===== src/rtl/if_stage_pkg.sv =====
// Shared definitions for the fetch stage: bus widths, the reset PC and
// the field layout of the branch and fetch-to-decode bundles.
package if_stage_pkg;

    localparam int FS_TO_DS_BUS_W = 64;
    localparam int BR_ZIP_W       = 33;
    localparam int DS_TO_ES_BUS_W = 148;

    localparam logic [31:0] IF_RESET_PC = 32'h1c00_0000;

    // br_zip = {br_taken, br_target}
    localparam int BR_TAKEN_BIT  = 32;
    localparam int BR_TARGET_MSB = 31;
    localparam int BR_TARGET_LSB = 0;

    // fs_to_ds_bus = {fs_inst, fs_pc}
    localparam int FS_INST_MSB = 63;
    localparam int FS_INST_LSB = 32;
    localparam int FS_PC_MSB   = 31;
    localparam int FS_PC_LSB   = 0;

    function automatic logic [FS_TO_DS_BUS_W-1:0] pack_fs_to_ds(
        input logic [31:0] inst,
        input logic [31:0] pc
    );
        return {inst, pc};
    endfunction

endpackage


===== src/rtl/if_stage.sv =====
// Instruction-fetch stage: next-PC selection, PC/valid registers, SRAM
// request and a one-entry buffer that holds the fetched word under stall.
module if_stage
    import if_stage_pkg::*;
#(
    parameter logic [31:0] RESET_PC = IF_RESET_PC
) (
    input  logic                      clk,
    input  logic                      reset,
    output logic                      inst_sram_en,
    output logic [3:0]                inst_sram_we,
    output logic [31:0]               inst_sram_addr,
    output logic [31:0]               inst_sram_wdata,
    input  logic [31:0]               inst_sram_rdata,
    input  logic                      ds_allowin,
    input  logic [BR_ZIP_W-1:0]       br_zip,
    output logic                      fs_to_ds_valid,
    output logic [FS_TO_DS_BUS_W-1:0] fs_to_ds_bus
);

    logic        fs_valid_r;
    logic [31:0] fs_pc_r;
    logic [31:0] inst_buf_r;
    logic        inst_buf_valid_r;

    logic        br_taken_s;
    logic [31:0] br_target_s;
    logic [31:0] seq_pc_s;
    logic [31:0] nextpc_s;
    logic        to_fs_valid_s;
    logic        fs_ready_go_s;
    logic        fs_allowin_s;
    logic [31:0] fs_inst_s;
    logic        buf_clear_s;
    logic        buf_capture_s;

    // Next-PC selection, handshake and buffer control
    always_comb begin
        br_taken_s    = br_zip[BR_TAKEN_BIT];
        br_target_s   = br_zip[BR_TARGET_MSB:BR_TARGET_LSB];
        seq_pc_s      = fs_pc_r + 32'd4;
        nextpc_s      = seq_pc_s;
        to_fs_valid_s = ~reset;
        fs_ready_go_s = 1'b1;
        if (br_taken_s) begin
            nextpc_s = br_target_s;
        end else begin
            nextpc_s = seq_pc_s;
        end
        // A redirect always opens fetch: decode drops its own valid on br_taken.
        fs_allowin_s  = ~fs_valid_r | (fs_ready_go_s & ds_allowin) | br_taken_s;
        buf_clear_s   = (fs_to_ds_valid & ds_allowin) | br_taken_s;
        buf_capture_s = fs_valid_r & ~br_taken_s & ~ds_allowin & ~inst_buf_valid_r;
    end

    // SRAM request and fetch-to-decode outputs
    always_comb begin
        inst_sram_en    = to_fs_valid_s & fs_allowin_s;
        inst_sram_we    = 4'b0000;
        inst_sram_addr  = nextpc_s;
        inst_sram_wdata = 32'h0000_0000;
        if (inst_buf_valid_r) begin
            fs_inst_s = inst_buf_r;
        end else begin
            fs_inst_s = inst_sram_rdata;
        end
        fs_to_ds_valid  = fs_valid_r & fs_ready_go_s & ~br_taken_s;
        fs_to_ds_bus    = pack_fs_to_ds(fs_inst_s, fs_pc_r);
    end

    // PC and fetch-valid registers
    always_ff @(posedge clk or posedge reset) begin
        if (reset) begin
            fs_valid_r <= 1'b0;
            fs_pc_r    <= RESET_PC - 32'd4;
        end else if (fs_allowin_s) begin
            fs_valid_r <= to_fs_valid_s;
            fs_pc_r    <= nextpc_s;
        end else begin
            fs_valid_r <= fs_valid_r;
            fs_pc_r    <= fs_pc_r;
        end
    end

    // Instruction buffer: clear wins over capture
    always_ff @(posedge clk or posedge reset) begin
        if (reset) begin
            inst_buf_r       <= 32'h0000_0000;
            inst_buf_valid_r <= 1'b0;
        end else if (buf_clear_s) begin
            inst_buf_r       <= inst_buf_r;
            inst_buf_valid_r <= 1'b0;
        end else if (buf_capture_s) begin
            inst_buf_r       <= inst_sram_rdata;
            inst_buf_valid_r <= 1'b1;
        end else begin
            inst_buf_r       <= inst_buf_r;
            inst_buf_valid_r <= inst_buf_valid_r;
        end
    end

endmodule


===== config.mk =====
export PLATFORM = sky130hd
export DESIGN_NAME = if_stage
export DESIGN_NICKNAME = d
export VERILOG_FILES = /design/src/rtl/if_stage_pkg.sv /design/src/rtl/if_stage.sv
export SDC_FILE = /design/constraint.sdc
export NUM_CORES = 1
export LEC_CHECK = 0
export BUFFER_PORTS_ARGS = -buffer_cell sky130_fd_sc_hd__buf_2
export CAP_MARGIN = 20
export CORE_MARGIN = 2
export CORE_UTILIZATION = 30
export CTS_CLUSTER_SIZE = 40
export DETAILED_ROUTE_END_ITERATION = 8
export GPL_ROUTABILITY_DRIVEN = 1
export GPL_TIMING_DRIVEN = 0
export PLACE_DENSITY_LB_ADDON = 0.15
export SLEW_MARGIN = 20
export SYNTH_ARGS = -nofsm -noshare
export SYNTH_HDL_FRONTEND = slang
export SYNTH_SLANG_ARGS = --single-unit

===== constraint.sdc =====
create_clock -name clk -period 2.7 [get_ports clk]
set_input_delay 0.135 -clock clk [delete_from_list [all_inputs] [get_ports clk]]
set_output_delay 0.135 -clock clk [all_outputs]
set_load 0.01 [all_outputs]

==> metrics.md <==
| Metric | Value |
|---|---|
| Status | complete, no violations |
| Min-delay src | inst_sram_rdata[29] |
| Number of buffers created by CTS | 9 |
| Die Area | 16110 sq um |
| Complex-gate fraction of the synthesized area | 0.1151 |
| Cell taking the most area after synthesis | dfrtp_1 |
| Synth Area in Simple Gates | 0.1962 |
| Hold Fails Final Rpt | 0 |
| IO Pins | 202 |
| Hold depth | 2 |
| Yosys top cell area share | 0.2208 |
| Minimum clock period | 2.621 ns |
| Clk_skew | 0.005645 ns |
| Via density | 5.035 |
| CP delay by family, top | simple AND/OR/NAND/NOR gates |
| Worst-Margin Slew | 0.9993 ns |
| Final #Nets | 756 |
| Area of the multi-input gates | 2595 sq um |
| H-tree levels | 3 |
| Initial Utilization | 0.3096 |
| Final Setup Violations | 0 |
| M2 GR Usage | 0.2944 |
| End of the worst register-to-register path | fs_pc_r[16] |
| CP max stage delay | 0.56 ns |
| Synthesized flop and latch total | 66 |
| Post-Synthesis Cells | 464 |
| Multiplexer area fraction after synthesis | 0.1937 |
| CTS tree | built |
| GRT overflow | 0 |
| Layout cell share with drive strength beyond 1 | 0.5202 |
| Synth-to-Final Area Change | 37.14% |
| Distinct cells, synth | 51 |
| Total Routed Length | 14320 um |
| Hold EP | inst_buf_r[29] |
| Cell Area, Placed | 5752 sq um |
| CTS clk-pin slew, worst paths | 0.06 ns |
| Max cap viols | 0 |
| GP Congestion | 0.8368 |
| Leakage | 2.731 nW |
| RSZ-0062 raised after global routing | yes |
| Reg area | 1684 sq um |
| # DRC | 0 |
| Initial DRC Count | 224 |
| Power Dens Cells | 578.2 nW/um^2 |
| FILL cells | 1487 |
| Hold WC Path Type | primary input to flop |
| First-pass GRT wire length | 22190 um |
| R2r setup slk | 0.41 ns |
| Final period utilization | 0.9706 |
| Root Buffer | clkbuf_16 |
| CP max-delay cell | dfstp_2 |
| DP HPWL | 10770 um |
| Setup crit start kind | flop |
| Critical Path End Type | primary output |
| Initial antenna violation count | 2 |
| Synth Area in XOR/XNOR | 0.02511 |
| DR vias | 4416 |
| CP arrival | 2.49 ns |
| Post-route ant nets | 0 |
| Global-route layer with the greatest usage | met2 |
| Worst vdd ir | 414.5 uV |
| GRT met3 Usage | 0.07465 |
| Port Buffers | 165 |
| Util after Layout | 0.4246 |
| Largest net degree at the start of global routing | 48 |
| Main combinational cell family by area after synthesis | simple AND/OR/NAND/NOR gates |
| Vias in the first global route | 4318 |
| Final instance area | 6218 sq um |
| Grt met1 use | 0.2069 |
| Slew Limit Headroom | 0.3276 |
| First-pass iteration count of the detailed router | 4 |
| Chip Height | 126.9 um |
| Most area-consuming cells after synthesis | dfrtp_1 (22%), mux2_2 (19%), dfstp_2 (15%) |
| Seq/Total Area, Yosys | 0.3714 |
| CP required | 2.57 ns |
| Reg2Reg Depth | 5 |
| Synth warnings | 0 |
| Die extent in x | 126.9 um |
| Mapped cell area | 4534 sq um |
| Adder-Cell Fraction of Synth Area | 0.002759 |
| Worst-skew pair later-pin latency | 0.34 ns |
| Crit. Startpoint | fs_pc_r[3] |
| Worst Path Max Fanout | 10 |
| Site row count | 44 |
| Worst Path Buf+Inv | 2 |
| Max Root-Sink Buffers | 2 |
| Critical path class | flop to primary output |
| Clk sinks | 66 |
| RR Startpoint | fs_pc_r[3] |
| Routed length per instance | 16.32 um |
| Max Freq | 381.6 MHz |
| Core area | 14640 sq um |
| Worst path cell trace | ha_4, nand4_4, or4_4, buf_6, or3_1, a211oi_2, buf_2 |
| Total track usage | 0.1770 |
| Max Slew Vio Count | 0 |
| Syn avg cell area | 9.772 sq um |
[through the flow]
stage	setup WS [ns]	power [mW]	setup TNS, ns	hold WS (ns)	std cells
2_1_floorplan	0.2714	1.948	0	0.2150	499
3_3_place_gp	-0.2566	2.286	-10.29	0.3616	848
3_5_place_dp	-0.1093	2.321	-0.1831	0.1417	849
4_1_cts	0.001591	3.650	0	0.01883	870
5_1_grt	-0.04025	3.823	-0.04025	0.01943	876
6_report	0.07943	3.596	0	0.03623	877
[how the worst max path moves through the flow]
stage                     cells after the start                  to
after global placement                        2          fs_pc_r[0]
after CTS                                     6  inst_sram_addr[23]
after global routing                          7  inst_sram_addr[26]
after detailed placement                      7  inst_sram_addr[28]
final                                         7  inst_sram_addr[26]
after floorplan                               6  inst_sram_addr[26]
[power breakdown]
part | switching, mW | internal, mW
logic | 0.491 | 0.484
clock network | 0.454 | 0.807
registers | 0.159 | 1.20
[sequential cells by signal, indices dropped and copies added (netlist names)]
signal,flops
fs_pc_r,32
inst_buf_r,32
fs_valid_r,1
inst_buf_valid_r,1
[layout by cell type, fill, tap and decap left out, types with 4 or more instances in the layout]
| cell | synthesis | layout |
|---|---|---|
| mux2_2 | 78 | 78 |
| dfstp_2 | 26 | 26 |
| or3_1 | 6 | 6 |
| nand4_1 | 12 | 12 |
| nand2_1 | 21 | 21 |
| nor2_1 | 32 | 32 |
| buf_1 | 5 | 4 |
| nor3_1 | 16 | 16 |
| buf_4 | 36 | 53 |
| nor2b_1 | 8 | 8 |
| o21ai_0 | 10 | 10 |
| nand3_1 | 13 | 13 |
| conb_1 | 1 | 36 |
| clkbuf_1 | 15 | 13 |
| nand2b_1 | 9 | 9 |
| o31a_1 | 7 | 7 |
| o31ai_1 | 4 | 4 |
| buf_2 | 10 | 172 |
| and4_1 | 7 | 6 |
| dfrtp_1 | 40 | 40 |
| xnor2_1 | 10 | 10 |
| nor4_1 | 15 | 14 |
| a31oi_1 | 8 | 8 |
| clkbuf_16 | 0 | 9 |
| a21boi_0 | 4 | 4 |
| a311oi_1 | 5 | 5 |
| a21oi_1 | 9 | 9 |
| a211oi_1 | 17 | 16 |
[timing repair]
item	4_1_cts	5_1_grt
setup buffers	10	6
pin swaps	4	4
hold buffers	1	0
endpoints found under the setup margin	13	12
gates resized for setup	6	10
hold endpoints to repair	11	0
[Yosys cell counts, drive strengths merged]
| cell type | number |
|---|---|
| a211oi | 17 |
| o2bb2ai | 3 |
| xor2 | 3 |
| nand3 | 14 |
| dfstp | 26 |
| conb | 1 |
| dfrtp | 40 |
| a311oi | 5 |
| nand4 | 13 |
| or4b | 1 |
| a2111oi | 3 |
| a21boi | 4 |
| a211o | 1 |
| a31oi | 8 |
| nor2 | 32 |
| o31ai | 4 |
| nor3b | 2 |
| ha | 1 |
| and3 | 3 |
| nand2 | 21 |
| clkbuf | 16 |
| inv | 4 |
| a21oi | 9 |
| and2 | 2 |
| o21ai | 10 |
| xnor2 | 10 |
| o31a | 7 |
| and4 | 9 |
| mux2 | 78 |
| nor4b | 2 |
| buf | 52 |
| or2 | 2 |
| o21a | 1 |
| nor4 | 15 |
| nand2b | 9 |
| nor2b | 8 |
| or4 | 4 |
| or3 | 6 |
| nor3 | 16 |
| a41oi | 1 |
| clkinv | 1 |
[area by class of cell]
type | instances | area share
flip-flops and latches | 66 | 0.2708
plain buffers | 62 | 0.06278
diodes | 1 | 0.0004024
multi-input cells | 360 | 0.4173
inverters | 5 | 0.003421
repair buffers | 183 | 0.1581
clock buffers | 11 | 0.03742
well taps | 184 | 0.03702
clock inverters | 5 | 0.01268
[logic make-up (layout without fill, tap and decap cells)]
logic type,Yosys count,count (layout)
adder cells (fa/ha/maj),1,1
AND/OR/NAND/NOR,159,159
other,1,37
multiplexers,78,78
buffers and inverters,73,266
AO/OA/AOI/OAI,73,73
XOR/XNOR,13,13
flip-flops,66,66
[routing by layer]
metal / part of all wire / wire [um] / vias to the layer above
met5: 0.00049 / 7 / -
met4: 0.017 / 246 / 2
met3: 0.091 / 1306 / 24
met2: 0.48 / 6864 / 175
met1: 0.41 / 5890 / 2099
li1: - / - / 2116
Power figures use the tool's default switching activity.
